--- src/rtl/data_memory_ctrl_if.sv ---
// data_memory_ctrl_if: request/response bus between a load/store unit and data_memory_ctrl
interface data_memory_ctrl_if #(
  parameter int DM_ADDRESS = 9,
  parameter int DATA_W = 32
);
  logic req_valid;
  logic req_ready;
  logic MemRead;
  logic MemWrite;
  logic [2:0] Funct3;
  logic [DM_ADDRESS-1:0] a;
  logic [DATA_W-1:0] wd;
  logic resp_valid;
  logic [DATA_W-1:0] rd;
  logic fault;
  modport master (
    output req_valid, MemRead, MemWrite, Funct3, a, wd,
    input req_ready, resp_valid, rd, fault
  );
  modport slave (
    input req_valid, MemRead, MemWrite, Funct3, a, wd,
    output req_ready, resp_valid, rd, fault
  );
endinterface

--- src/rtl/data_memory_ctrl.sv ---
// data_memory_ctrl: byte-lane data memory with RISC-V load/store decode; define DMEM_MISALIGN_EN to split word-crossing accesses into two beats
module data_memory_ctrl #(
  parameter int DM_ADDRESS = 9,
  parameter int DATA_W = 32
) (
  input logic clk,
  input logic reset_n,
  data_memory_ctrl_if.slave bus
);
  localparam int NB = DATA_W / 8;
  localparam int NB2 = 2 * NB;
  localparam int LB = $clog2(NB);
  localparam int WA = DM_ADDRESS - LB;
  localparam int WORDS = 2 ** WA;
`ifdef DMEM_MISALIGN_EN
  localparam bit MIS_EN = 1'b1;
`else
  localparam bit MIS_EN = 1'b0;
`endif
  typedef enum logic [1:0] {IDLE, BEAT2, RESP} state_t;
  state_t state;
  logic [DATA_W-1:0] mem [WORDS];
  logic [2:0] f;
  logic [3:0] sz, sz_q;
  logic [WA-1:0] wa, wa2_q;
  logic [LB-1:0] off, off_q;
  logic sgn, sgn_q, ld_q, st_q;
  logic acc, mis, flt, split, wr_lo;
  logic [NB2-1:0] be2;
  logic [2*DATA_W-1:0] wd2;
  logic [NB-1:0] be_hi_q;
  logic [DATA_W-1:0] wd_hi_q, lo_q;

  // shift the two-word window down to the access, keep sz bytes, then sign- or zero-extend
  function automatic logic [DATA_W-1:0] fmt(input logic [2*DATA_W-1:0] pair, input logic [LB-1:0] o,
                                            input logic [3:0] s, input logic sg);
    logic [DATA_W-1:0] v, m;
    logic sb;
    v = DATA_W'(pair >> {o, 3'b000});
    m = ~({DATA_W{1'b1}} << {s, 3'b000});
    sb = |(v & m & ~(m >> 1));
    return (v & m) | ((sg && sb) ? ~m : '0);
  endfunction

  assign bus.req_ready = (state == IDLE);

  // decode size/sign, lane enables for both words and the fault/split decision for the offered request
  always_comb begin
    f = bus.Funct3;
    sz = (f == 3'b000 || f == 3'b100) ? 4'd1 :
         (f == 3'b001 || f == 3'b101) ? 4'd2 :
         (f == 3'b010) ? 4'd4 :
         (DATA_W == 64 && f == 3'b011) ? 4'd8 :
         (DATA_W == 64 && f == 3'b110) ? 4'd4 : 4'd0;
    sgn = ~f[2];
    wa = bus.a[DM_ADDRESS-1:LB];
    off = bus.a[LB-1:0];
    acc = bus.req_valid && state == IDLE && (bus.MemRead || bus.MemWrite);
    mis = |(off & LB'(sz - 4'd1));
    be2 = ((NB2'(1) << sz) - NB2'(1)) << off;
    wd2 = {{DATA_W{1'b0}}, bus.wd} << {off, 3'b000};
    flt = (bus.MemRead && bus.MemWrite) || sz == 4'd0 || (mis && !MIS_EN);
    split = MIS_EN && !flt && (|be2[NB2-1:NB]);
    wr_lo = acc && bus.MemWrite && !flt;
  end

  // memory lanes and second-beat context; deliberately not reset so contents survive reset_n
  always_ff @(posedge clk) begin
    for (int b = 0; b < NB; b++) begin
      if (wr_lo && be2[b]) mem[wa][b*8 +: 8] <= wd2[b*8 +: 8];
      if (state == BEAT2 && st_q && be_hi_q[b]) mem[wa2_q][b*8 +: 8] <= wd_hi_q[b*8 +: 8];
    end
    if (acc) begin
      wa2_q <= wa + WA'(1);
      off_q <= off;
      sz_q <= sz;
      sgn_q <= sgn;
      ld_q <= bus.MemRead;
      st_q <= bus.MemWrite;
      be_hi_q <= be2[NB2-1:NB];
      wd_hi_q <= wd2[2*DATA_W-1:DATA_W];
      lo_q <= mem[wa];
    end
  end

  // control FSM with registered response outputs; rd/fault hold between responses
  always_ff @(posedge clk or negedge reset_n) begin
    if (!reset_n) begin
      state <= IDLE;
      bus.resp_valid <= 1'b0;
      bus.rd <= '0;
      bus.fault <= 1'b0;
    end else begin
      case (state)
        IDLE: if (acc) begin
          state <= split ? BEAT2 : RESP;
          bus.resp_valid <= !split;
          if (!split) begin
            bus.rd <= (bus.MemRead && !flt) ? fmt({{DATA_W{1'b0}}, mem[wa]}, off, sz, sgn) : '0;
            bus.fault <= flt;
          end
        end
        BEAT2: begin
          state <= RESP;
          bus.resp_valid <= 1'b1;
          bus.rd <= ld_q ? fmt({mem[wa2_q], lo_q}, off_q, sz_q, sgn_q) : '0;
          bus.fault <= 1'b0;
        end
        RESP: begin
          state <= IDLE;
          bus.resp_valid <= 1'b0;
        end
        default: state <= IDLE;
      endcase
    end
  end
endmodule

--- src/flat_wrapper.sv ---
// flat-port wrapper written by rule: the top's interface ports become plain ports
module data_memory_ctrl_flat 
#(
  parameter int DM_ADDRESS = 9,
  parameter int DATA_W = 32
)
  (clk, reset_n, bus_req_valid, bus_MemRead, bus_MemWrite, bus_Funct3, bus_a, bus_wd, bus_req_ready, bus_resp_valid, bus_rd, bus_fault);
  data_memory_ctrl_if #(.DM_ADDRESS(DM_ADDRESS), .DATA_W(DATA_W)) bus_i ();
  input logic clk;
  input logic reset_n;
  input wire logic [$bits(bus_i.req_valid)-1:0] bus_req_valid;
  input wire logic [$bits(bus_i.MemRead)-1:0] bus_MemRead;
  input wire logic [$bits(bus_i.MemWrite)-1:0] bus_MemWrite;
  input wire logic [$bits(bus_i.Funct3)-1:0] bus_Funct3;
  input wire logic [$bits(bus_i.a)-1:0] bus_a;
  input wire logic [$bits(bus_i.wd)-1:0] bus_wd;
  output wire logic [$bits(bus_i.req_ready)-1:0] bus_req_ready;
  output wire logic [$bits(bus_i.resp_valid)-1:0] bus_resp_valid;
  output wire logic [$bits(bus_i.rd)-1:0] bus_rd;
  output wire logic [$bits(bus_i.fault)-1:0] bus_fault;
  assign bus_i.req_valid = bus_req_valid;
  assign bus_i.MemRead = bus_MemRead;
  assign bus_i.MemWrite = bus_MemWrite;
  assign bus_i.Funct3 = bus_Funct3;
  assign bus_i.a = bus_a;
  assign bus_i.wd = bus_wd;
  assign bus_req_ready = bus_i.req_ready;
  assign bus_resp_valid = bus_i.resp_valid;
  assign bus_rd = bus_i.rd;
  assign bus_fault = bus_i.fault;
  data_memory_ctrl #(.DM_ADDRESS(DM_ADDRESS), .DATA_W(DATA_W)) u_core (.clk(clk), .reset_n(reset_n), .bus(bus_i));
endmodule
--- config.mk ---
export PLATFORM = sky130hd
export DESIGN_NAME = data_memory_ctrl_flat
export DESIGN_NICKNAME = d
export VERILOG_FILES = /design/src/rtl/data_memory_ctrl_if.sv /design/src/rtl/data_memory_ctrl.sv /design/src/flat_wrapper.sv
export SDC_FILE = /design/constraint.sdc
export NUM_CORES = 2
export LEC_CHECK = 0
export ABC_CLOCK_PERIOD_IN_PS = 3500
export CAP_MARGIN = 20
export CORE_UTILIZATION = 45
export DETAILED_ROUTE_END_ITERATION = 12
export GPL_ROUTABILITY_DRIVEN = 0
export GPL_TIMING_DRIVEN = 1
export PLACE_DENSITY_LB_ADDON = 0.12
export SYNTH_ARGS = -nofsm -noshare
export SYNTH_HDL_FRONTEND = slang
export SYNTH_SLANG_ARGS = --single-unit
--- constraint.sdc ---
create_clock -name clk -period 3.5 [get_ports clk]
set_input_delay 0.7 -clock clk [delete_from_list [all_inputs] [get_ports clk]]
set_output_delay 0.7 -clock clk [all_outputs]
set_load 0.01 [all_outputs]
==> reports/results.ini <==
[status]
status=finished with violations
violations=setup timing

[floorplan]
die_area_um2=361000
ios=84
dieWidth_um=601
start_util=0.453
core_um2=356000
fp.dieH_um=601
rows=219

[logic_synthesis]
syn_avg_cell_area_um2=18.4
yosysSeqAreaShare=0.768
synth.area.mux_share=0.0972
synth_edf_count=4096
synth_area_leaders=edfxtp_1 76%, mux4_2 6.1%, mux2_2 2.1%
synth-compound-area-share=0.0772
syn_area_um2=161000
syn_inst=8780
synth_top_family_by_area=multiplexers
synth_area_leader_cell=edfxtp_1
synth-async-reset-ratio=0.00823
synth_top_flop_cell=edfxtp_1
synth-simple-area-share=0.0355
ys_seq_elements=4130
yosysTopAreaCellShare=0.763
synth_xor_area_frac=0
yosysWarnings=0
synthDistinctLibCells=94
syn-num-nets=8829
synth_fa_ha_area_frac=0

[power]
switching_power_mw=25.3
intPower_mw=84.0
pwr-share-clk=0.424
leakagePower_nw=67.6
combPwrFrac=0.075
power.density_nw_per_um2=545
vdd_drop_max_v=0.000500
sw_frac_of_total=0.231
power_frac_seq=0.501

[global_routing]
grt_overflow_total=0
antenna_found_initial=66
grt_pass1_wl_um=882000
first_global_vias=99400
grt_start_max_net_pins=129
track_usage=0.363

[finish]
drive_gt1_frac=0.321
nets=10800
syn2layout_area_growth_pct=24.5

[worst_setup_path]
reg2reg_to=u_core.bus.rd[2]
critPathCaptureType=flip-flop
rrSetupSlack_ps=20
timing.rr.start=u_core.mem[49][18]
crit_required_ps=4420
critical_path_arrival_ps=4580
r2r_cells=11
cp_max_fo=12
timing_worst_setup_path_type=primary input to flip-flop
start_kind=primary input

[timing]
slew_viol_final=0
setup_viol=24
finClkSkew_ps=90.6
fin_crit_ps=3660
hold_ws_ps=207
hold_violations=0
tightest_slew_ps=1280
fin_crit_sh=1.05
fin_setup_tns_ps=-1910
fmaxAchievable_mhz=273
slew_headroom=0.148
rsz0062_at_grt=false
finalWorstSetupSlack_ps=-163

[routing]
dr.first_iter.drc_count=18900
drc=0
ant_nets=0
wl_per_cell_um=41.9
via_per_inst=6.63
drt_wl_total_um=666000
dr.pass1.iters=9
dr_total_vias=105000

[min_path]
min-delay-start=bus_a[0]
min-delay-path-class=primary input to flip-flop
min_path_cells=3
worstHoldEndpoint=u_core.bus.rd[3]

[clocking]
cts.path.max_buffers=4
clk_latency_ps=1030
cts_tree=done
clockRootBuffer=clkbuf_16
cts.htree.levels=5
path_clk_slew_ps=60
cts_sinks=4130
cts_made_buffers=425

[run]
max-cap-violations=0

[place]
dp_hpwl_um=480000
io_buffers=83

through the flow:
| step | util | area (um2) | instances | worst slack [ps] | total power [mW] |
|---|---|---|---|---|---|
| final | 0.564 | 201000 | 15900 | -163 | 109 |
| after global routing | 0.563 | 201000 | 15800 | 9.01 | 111 |
| after CTS | 0.563 | 201000 | 15800 | 88.1 | 109 |
| after detailed placement | 0.523 | 186000 | 15000 | -1530 | 63.7 |
| after global placement | 0.523 | 186000 | 15000 | -1530 | 63.6 |
| after floorplan | - | 161000 | 8780 | -660 | 59.1 |
registers in the layout, indices dropped and copies added (netlist names):
| signal | flops |
|---|---|
| u_core.bus.resp_valid | 1 |
| u_core.bus.rd | 32 |
| u_core.mem | 4096 |
| u_core.bus.fault | 1 |
synth_stat cells, types with 19 or more instances:
library cell / n
buf_1: 73
clkbuf_1: 233
o21ai_0: 161
dfrtp_1: 34
edfxtp_1: 4096
nand3_1: 52
a21oi_1: 184
nor2_1: 737
buf_2: 148
a222oi_1: 19
o2bb2ai_1: 28
a22oi_1: 169
o211ai_1: 32
a22o_1: 39
a221o_1: 60
mux2i_1: 246
o22a_1: 39
nor3_1: 25
o22ai_1: 349
nor4_1: 20
a211oi_1: 33
mux2_2: 298
nor2b_1: 28
nand2_1: 334
a221oi_1: 223
and2_1: 20
mux4_2: 435
o221ai_1: 129
o31ai_1: 23
buf_6: 77
buf_4: 91
worst max-delay path, cell delays in order:
cell	delay (ps)
buf_16	180
buf_12	160
nor2b_4	140
buf_4	220
buf_4	190
buf_4	170
a221oi_1	430
o22ai_1	180
buf_4	180
a22oi_1	430
o22ai_1	480
nor3_1	350
buf_4	300
mux2_1	170
nand2_1	60
a22o_1	190
cells in the final DEF (no fill, tap or decap), drive strengths merged, types with 21 or more instances in the layout:
cell / Yosys / routed
a221o: 60 / 60
bufinv: 0 / 53
o21ai: 165 / 165
o211ai: 32 / 32
nor2: 738 / 738
clkbuf: 233 / 504
clkinv: 2 / 210
o221ai: 129 / 129
and2: 21 / 21
clkdlybuf4s50: 0 / 73
mux4: 435 / 435
o22ai: 349 / 349
a211oi: 33 / 33
a221oi: 225 / 225
mux2: 303 / 303
a22o: 39 / 39
nor2b: 28 / 28
nor4: 21 / 21
o2bb2ai: 28 / 28
o31ai: 23 / 23
inv: 17 / 30
nor3: 26 / 26
a21oi: 184 / 184
nand2: 335 / 335
edfxtp: 4096 / 4096
mux2i: 246 / 246
diode: 0 / 51
a22oi: 169 / 169
o22a: 39 / 39
buf: 389 / 2050
dfrtp: 34 / 34
nand3: 53 / 53
layer usage:
metal	share of wire	wire length, um	global-route usage
met4	0.082	54300	0.242
met3	0.13	86800	0.106
met5	0.0010	688	0.00317
met2	0.43	285000	0.526
met1	0.36	239000	0.476
final cells by class:
class / count / area [um2]
tap: 4751 / 5940
sequential: 4130 / 124000
multi-input combinational: 4009 / 34500
inverter: 19 / 96.3
clock buffer: 504 / 11000
antenna: 51 / 128
clock inverter: 289 / 3140
timing repair buffer: 2124 / 22100
fill: 27500 / 155000
power by group through the flow:
stage	registers, mW	logic (mW)	clock network, mW
finish	54.7	8.22	46.4
global placement	55.8	7.78	0
floorplan	55.8	3.26	0
detailed placement	55.8	7.87	0
CTS	54.7	7.90	46.6
global route	54.7	8.25	48.3
worst max path at each step:
| stage | start | endpoint | slack [ps] | cells past startpoint |
|---|---|---|---|---|
| floorplan | bus_a[0] | u_core.mem[0][12] | -660 | 6 |
| global placement | bus_a[3] | u_core.bus.rd[14] | -1530 | 17 |
| detailed placement | bus_a[3] | u_core.bus.rd[10] | -1530 | 17 |
| CTS | bus_a[8] | u_core.bus.rd[20] | 90 | 16 |
| global route | u_core.mem[44][7] | u_core.bus.rd[13] | 9 | 12 |
| finish | bus_a[3] | u_core.bus.rd[2] | -160 | 16 |
timing repair:
action / in CTS / in global routing
hold buffers: 1 / 0
pin swaps: 0 / 5
cloned: 0 / 0
gates resized for setup: 9 / 15
setup endpoints to repair: 28 / 29
endpoints found under the hold margin: 34 / 0
buffers inserted: 0 / 3
cells by family after synthesis:
group,count (synthesis)
DFF,4130
and+or+nand+nor,1331
buffers and inverters,641
muxes,984
AOI/OAI and AO/OA,1694
(Power assumes the default switching activity.)
